### src/rtl/sram_arbiter.sv
// Round-robin arbiter sharing one single-port, registered-read SRAM between an
// instruction-fetch read port and a data read/write port, with a one-deep response buffer per port.
module sram_arbiter #(
    parameter int ADDR_W = 12,
    parameter int DATA_W = 32
) (
    input  logic              clk,
    input  logic              rst,

    input  logic              i_req,
    input  logic [ADDR_W-1:0] i_addr,
    output logic              i_ready,
    output logic              i_rvalid,
    output logic [DATA_W-1:0] i_rdata,
    input  logic              i_rready,

    input  logic              d_req,
    input  logic              d_we,
    input  logic [ADDR_W-1:0] d_addr,
    input  logic [DATA_W-1:0] d_wdata,
    output logic              d_ready,
    output logic              d_rvalid,
    output logic [DATA_W-1:0] d_rdata,
    input  logic              d_rready,

    output logic              sram_en,
    output logic              sram_we,
    output logic [ADDR_W-1:0] sram_addr,
    output logic [DATA_W-1:0] sram_wdata,
    input  logic [DATA_W-1:0] sram_rdata
);

    // Handshake: a request completes on req & ready; a response is held
    // (rvalid/rdata stable) until the cycle where rvalid & rready, and clears at that edge.

    logic i_inflight;
    logic d_inflight;
    logic last_grant_d;
    logic inst_elig;
    logic data_elig;
    logic grant_i;
    logic grant_d;

    // A port with an outstanding read cannot start another; writes need no response slot.
    always_comb begin
        inst_elig = i_req & ~i_inflight & ~i_rvalid;
        data_elig = d_req & (d_we | (~d_inflight & ~d_rvalid));
        grant_i   = ~rst & inst_elig & (~data_elig | last_grant_d);
        grant_d   = ~rst & data_elig & (~inst_elig | ~last_grant_d);
    end

    always_comb begin
        i_ready    = grant_i;
        d_ready    = grant_d;
        sram_we    = grant_d & d_we;
        sram_en    = grant_i | (grant_d & ~d_we);
        sram_addr  = grant_i ? i_addr : d_addr;
        sram_wdata = d_wdata;
    end

    always_ff @(posedge clk or posedge rst) begin
        if (rst) begin
            last_grant_d <= 1'b0;
        end else if (grant_i | grant_d) begin
            last_grant_d <= grant_d;
        end
    end

    // Instruction port: IDLE -> INFLIGHT -> HOLD -> IDLE.
    always_ff @(posedge clk or posedge rst) begin
        if (rst) begin
            i_inflight <= 1'b0;
            i_rvalid   <= 1'b0;
            i_rdata    <= '0;
        end else begin
            i_inflight <= grant_i;
            if (i_inflight) begin
                i_rvalid <= 1'b1;
                i_rdata  <= sram_rdata;
            end else if (i_rvalid & i_rready) begin
                i_rvalid <= 1'b0;
            end
        end
    end

    // Data port: only reads pass through INFLIGHT/HOLD.
    always_ff @(posedge clk or posedge rst) begin
        if (rst) begin
            d_inflight <= 1'b0;
            d_rvalid   <= 1'b0;
            d_rdata    <= '0;
        end else begin
            d_inflight <= grant_d & ~d_we;
            if (d_inflight) begin
                d_rvalid <= 1'b1;
                d_rdata  <= sram_rdata;
            end else if (d_rvalid & d_rready) begin
                d_rvalid <= 1'b0;
            end
        end
    end

endmodule

### config.mk
export PLATFORM = sky130hd
export DESIGN_NAME = sram_arbiter
export DESIGN_NICKNAME = d
export VERILOG_FILES = /design/src/rtl/sram_arbiter.sv
export SDC_FILE = /design/constraint.sdc
export NUM_CORES = 1
export LEC_CHECK = 0
export CORE_ASPECT_RATIO = 0.8
export CORE_MARGIN = 4
export CORE_UTILIZATION = 25
export CTS_CLUSTER_DIAMETER = 30
export DETAILED_ROUTE_END_ITERATION = 6
export HOLD_SLACK_MARGIN = 0.1
export PLACE_DENSITY = 0.68
export SYNTH_ARGS = -nofsm -noshare
export SYNTH_HDL_FRONTEND = slang
export SYNTH_SLANG_ARGS = --single-unit
### constraint.sdc
create_clock -name clk -period 8.28 [get_ports clk]
set_clock_uncertainty 0.1 [all_clocks]
set_input_delay 1.242 -clock clk [delete_from_list [all_inputs] [get_ports clk]]
set_output_delay 1.242 -clock clk [all_outputs]
set_load 0.01 [all_outputs]
==> impl_metrics.json, run 1 <==
{
  "drv_slew": 0,
  "m1WireLength_um": 3380,
  "die_x_um": 131,
  "area_growth_pct": 54.4,
  "synth.net_count": 302,
  "initial_core_util_pct": 26.0,
  "pin_count": 209,
  "vdd_drop_max_v": 0.000149,
  "num_rows": 35,
  "fin_util_pct": 40.1,
  "io_buffers": 144,
  "drc_errors": 0,
  "rsz0062_at_grt": "no",
  "power.density_mw_per_mm2": 316,
  "hold_viol_final": 0,
  "max_freq_ghz": 0.199,
  "post-route-min-period_ns": 5.02,
  "globalRoute.totalOverflow": 0,
  "detail-route-antenna-nets": 0,
  "worstSetupEndpointType": "output port",
  "layoutNonFillerInstCount": 477,
  "htreeDepth": 3,
  "hold_class": "reg2reg",
  "via_per_inst": 4.28,
  "cts_buffer_depth": 2,
  "maxUsedRoutingLayer": "met4",
  "path_clk_slew_ns": 0.06,
  "post_cts_buffers": 0,
  "yosysUniqueCellTypes": 20,
  "dp_hpwl_um": 5520,
  "synth_mux_area_share_pct": 29.1,
  "synthCells": 207,
  "tritoncts": "built",
  "cts_buffers": 9,
  "synth_top_family_by_area": "multiplexers",
  "synth_seq_area_share_pct": 56.6,
  "outcome": "complete, no violations",
  "synth_area_leader_cell": "dfrtp_1",
  "fin_tns_setup_ns": 0,
  "cts_sinks": 69,
  "synth_compound_area_share_pct": 2.46,
  "core_mm2": 0.0117,
  "route.vias.total": 2043,
  "ys_seq_elements": 69,
  "final_common_cell": "clkdlybuf4s50_1",
  "layout_common_cells": "clkdlybuf4s50_1 (144), dfrtp_1 (69), mux2_2 (68)",
  "critPathMaxFanout": 15,
  "required_ns": 6.94,
  "wl_met2_um": 3630,
  "grt_max_degree": 71,
  "routabilityCongestion": 0.758,
  "syn_area_per_cell_um2": 14.7,
  "synth_area_mm2": 0.00305,
  "ys_warn_count": 0,
  "detail_route.first_pass.iterations": 4,
  "p_leak_nw": 1.93,
  "drv_cap": 0,
  "synth_area_leaders": "dfrtp_1 (57%), mux2_2 (25%), buf_4 (7.9%)",
  "place_inst": 461,
  "wl_met3_um": 610,
  "synth-xor-area-share_pct": 0,
  "grt_pass1_vias": 2329,
  "track_usage_pct": 11.2,
  "root_buffer": "clkbuf_16",
  "hold_buffers": 0,
  "grt_pass1_wl_um": 12400,
  "total_power_w": 0.00149,
  "worst_pin_slew_ns": 0.905,
  "synth_fa_ha_area_share_pct": 0,
  "die_area_mm2": 0.0140,
  "synth-simple-area-share_pct": 1.48,
  "antenna_cells": 0,
  "relSlewSlack_pct": 39.7,
  "grt_antenna_before_repair": 0,
  "wirelength_um": 7760,
  "arrival_ns": 3.68,
  "fin_crit_sh_pct": 60.7,
  "cts_resized": 0,
  "nNetsFinal": 419,
  "drtIter0Drc": 47,
  "setup_viol": 0,
  "layout-drive-gt1-share_pct": 29.8,
  "clk_latency_ns": 0.33,
  "path_class": "in2out",
  "wl_per_cell_um": 16.3,
  "yosysTopAreaCellShare_pct": 56.6,
  "start_kind": "input port",
  "die_h_um": 107
}
worst max-delay path, stage by stage:
cell,delay [ns]
clkdlybuf4s50_1,0.53
or4b_4,0.50
a31oi_4,0.52
mux2_2,0.40
clkdlybuf4s50_1,0.49
synth_stat cells, drive strengths merged:
library cell and n:
a31oi 2, nand2b 1, clkbuf 4, inv 5
dfrtp 69, o21bai 1, a311oi 2, or4b 1
nand4 1, o31ai 1, nor2 3, buf 37
a21o 2, nand2 2, mux2 76
sequential cells by signal, summed over array words and instances, names as in the netlist:
| register | cells |
|---|---|
| i_rvalid | 1 |
| i_rdata | 32 |
| d_inflight | 1 |
| d_rvalid | 1 |
| i_inflight | 1 |
| last_grant_d | 1 |
| d_rdata | 32 |
final timing paths:
check | from | to | slack [ns] | cells past startpoint
worst min register to register | d_rdata[28]$_DFFE_PP0P_ | d_rdata[28]$_DFFE_PP0P_ | 0.40 | 1
worst max-delay path | i_req | sram_addr[0] | 3.26 | 5
worst min-delay path | d_rdata[28]$_DFFE_PP0P_ | d_rdata[28]$_DFFE_PP0P_ | 0.40 | 1
worst max register to register | i_inflight$_DFF_PP0_ | i_inflight$_DFF_PP0_ | 6.54 | 2
max in group asynchronous | rst | i_rdata[22]$_DFFE_PP0P_ | 6.01 | 3
min in group asynchronous | rst | i_inflight$_DFF_PP0_ | 1.43 | 3
metal layers:
layer  global-route usage (%)  vias up
met4                     4.12        0
met1                     13.5     1007
met3                     5.44       19
li1                         -      926
met2                     17.3       91
met5                        0        -
cell type report:
cell class,instances,area [µm²]
Sequential cell,69,1730
Tap cell,148,185
Fill cell,1117,7030
Clock inverter,7,82.6
Clock buffer,9,225
Inverter,5,18.8
Timing Repair Buffer,147,1460
Multi-Input combinational cell,92,1010
kinds of logic (layout without fill, tap and decap cells):
kind of cell	Yosys count	count (layout)
AO/OA/AOI/OAI	8	8
AND/OR/NAND/NOR	8	8
multiplexers	76	76
flip-flops	69	69
buffers and inverters	46	168
power by group:
part	internal, W	leakage, nW	switching (W)
logic	0.000364	0.962	0.000193
registers	0.000469	0.820	0.0000740
clock network	0.000237	0.144	0.000152
through the flow:
step           hold slack [ns]  worst slack, ns  cell area, µm²
2_1_floorplan            0.411             3.53            3050
3_5_place_dp             0.394             3.25            4400
3_3_place_gp             0.390             3.31            4400
6_report                 0.402             3.26            4710
5_1_grt                  0.423             3.15            4710
4_1_cts                  0.407             3.25            4710
Power figures use the tool's default switching activity.
==> inputs of run 2 (changes only) <==
--- a/config.mk
+++ b/config.mk
@@ -11,7 +11,7 @@
 export CTS_CLUSTER_DIAMETER = 30
 export DETAILED_ROUTE_END_ITERATION = 6
 export HOLD_SLACK_MARGIN = 0.1
-export PLACE_DENSITY = 0.68
+export PLACE_DENSITY = 0.71
 export SYNTH_ARGS = -nofsm -noshare
 export SYNTH_HDL_FRONTEND = slang
 export SYNTH_SLANG_ARGS = --single-unit
==> constraint.sdc (replaced) <==
create_clock -name clk -period 4.4 [get_ports clk]
set_clock_uncertainty 0.1 [all_clocks]
set_input_delay 0.66 -clock clk [delete_from_list [all_inputs] [get_ports clk]]
set_output_delay 0.66 -clock clk [all_outputs]
set_load 0.01 [all_outputs]
==> impl_metrics.json, run 2 (same netlist as run 1, synthesis figures left out) <==
{
  "rsz0062_at_grt": "no",
  "drv_cap": 0,
  "nNetsFinal": 419,
  "io_buffers": 144,
  "worstSetupEndpointType": "output port",
  "die_x_um": 131,
  "final_area_mm2": 0.00468,
  "reg_top3": "d_rdata: 32 flops, i_rdata: 32 flops",
  "tritoncts": "built",
  "dp_hpwl_um": 5620,
  "detail_route.first_pass.iterations": 4,
  "fillerInstances": 1118,
  "required_ns": 3.64,
  "fin_crit_sh_pct": 89.0,
  "rr_worst_depth": 2,
  "root_buffer": "clkbuf_16",
  "layout-drive-gt1-share_pct": 29.8,
  "vdd_drop_max_v": 0.000282,
  "hold_buffers": 0,
  "drtIter0Drc": 62,
  "grt_max_degree": 70,
  "outcome": "complete, no violations",
  "whs_path_depth": 1,
  "initial_core_util_pct": 26.0,
  "cts_resized": 0,
  "track_usage_pct": 11.3,
  "drc_errors": 0,
  "die_area_mm2": 0.0140,
  "hold_viol_final": 0,
  "setup_viol": 0,
  "pin_count": 209,
  "num_rows": 35,
  "place_inst": 461,
  "grt_pass1_wl_um": 12500,
  "antenna_cells": 0,
  "hold_class": "reg2reg",
  "grt_pass1_vias": 2312,
  "wl_per_cell_um": 16.4,
  "power.density_mw_per_mm2": 588,
  "p_leak_nw": 1.92,
  "drv_slew": 0,
  "cts_buffers": 9,
  "max_freq_ghz": 0.255,
  "post_cts_buffers": 0,
  "detail-route-antenna-nets": 0,
  "regArea_mm2": 0.00173,
  "arrival_ns": 3.15,
  "fin_tns_setup_ns": 0,
  "cts_sinks": 69,
  "cts_buffer_depth": 2,
  "start_kind": "input port",
  "die_h_um": 107,
  "globalRoute.totalOverflow": 0,
  "layoutNonFillerInstCount": 477,
  "path_class": "in2out",
  "worst_pin_slew_ns": 0.887,
  "grt_antenna_before_repair": 0,
  "path_clk_slew_ns": 0.06,
  "layout_common_cells": "clkdlybuf4s50_1 (144), dfrtp_1 (69), mux2_2 (68)",
  "clk_latency_ns": 0.33,
  "placed_area_mm2": 0.00440,
  "htreeDepth": 3,
  "via_per_inst": 4.27,
  "post-route-min-period_ns": 3.91,
  "route.vias.total": 2039,
  "critPathMaxFanout": 15,
  "relSlewSlack_pct": 40.9,
  "multi_input_area_mm2": 0.00101,
  "core_mm2": 0.0117,
  "routabilityCongestion": 0.746,
  "wirelength_um": 7840,
  "area_growth_pct": 53.5,
  "final_common_cell": "clkdlybuf4s50_1"
}
## run 2: through the flow
step / utilization [%] / power, W / hold slack, ns / setup WS [ns]
final: 39.9 / 0.00275 / 0.405 / 0.486
after CTS: 39.9 / 0.00281 / 0.409 / 0.491
after global routing: 39.9 / 0.00292 / 0.418 / 0.418
after global placement: 37.5 / 0.00207 / 0.389 / 0.619
after floorplan: - / 0.00147 / 0.411 / 0.814
after detailed placement: 37.5 / 0.00210 / 0.395 / 0.495
## run 2: metal layers
metal,vias up,share of wire [%],track usage (%)
met2,88,49,18.3
met3,14,10,6.38
met5,-,0,0
li1,928,-,-
met4,0,1.6,4.80
met1,1009,40,12.3
## run 2: cell type report
cell class                 count  area share, %
clock inverter                 7           1.18
tap                          148           3.96
inverter                       5          0.401
clock buffer                   9           4.81
multi-input combinational     92           21.5
timing repair buffer         147           31.3
sequential                    69           36.9
## run 2: where the power goes
| part | internal (W) | switching [W] |
|---|---|---|
| clock network | 0.000389 | 0.000289 |
| registers | 0.000882 | 0.000133 |
| logic | 0.000685 | 0.000375 |
| total | 0.00196 | 0.000798 |
## run 2: worst paths after layout
| kind | slack [ns] | endpoint | startpoint |
|---|---|---|---|
| max in group asynchronous | 2.72 | d_rdata[28]$_DFFE_PP0P_ | rst |
| worst max register to register | 2.65 | i_inflight$_DFF_PP0_ | i_inflight$_DFF_PP0_ |
| worst min-delay path | 0.40 | d_rdata[18]$_DFFE_PP0P_ | d_rdata[18]$_DFFE_PP0P_ |
| worst min register to register | 0.40 | d_rdata[18]$_DFFE_PP0P_ | d_rdata[18]$_DFFE_PP0P_ |
| min in group asynchronous | 0.87 | last_grant_d$_DFFE_PP0P_ | rst |
| worst max-delay path | 0.49 | sram_addr[1] | i_req |
## run 2: critical path, stage by stage
cell	delay (ns)
clkdlybuf4s50_1	0.54
or4b_4	0.51
a31oi_4	0.53
mux2_2	0.41
clkdlybuf4s50_1	0.50
==> inputs of run 3 (changes only) <==
--- a/config.mk
+++ b/config.mk
@@ -10,7 +10,7 @@
 export CORE_UTILIZATION = 25
 export CTS_CLUSTER_DIAMETER = 30
 export DETAILED_ROUTE_END_ITERATION = 6
-export HOLD_SLACK_MARGIN = 0.1
+export HOLD_SLACK_MARGIN = 0.03
 export PLACE_DENSITY = 0.71
 export SYNTH_ARGS = -nofsm -noshare
 export SYNTH_HDL_FRONTEND = slang
==> results of run 3 <==
The final DEF is identical to that of run 2; final timing and power are the same.
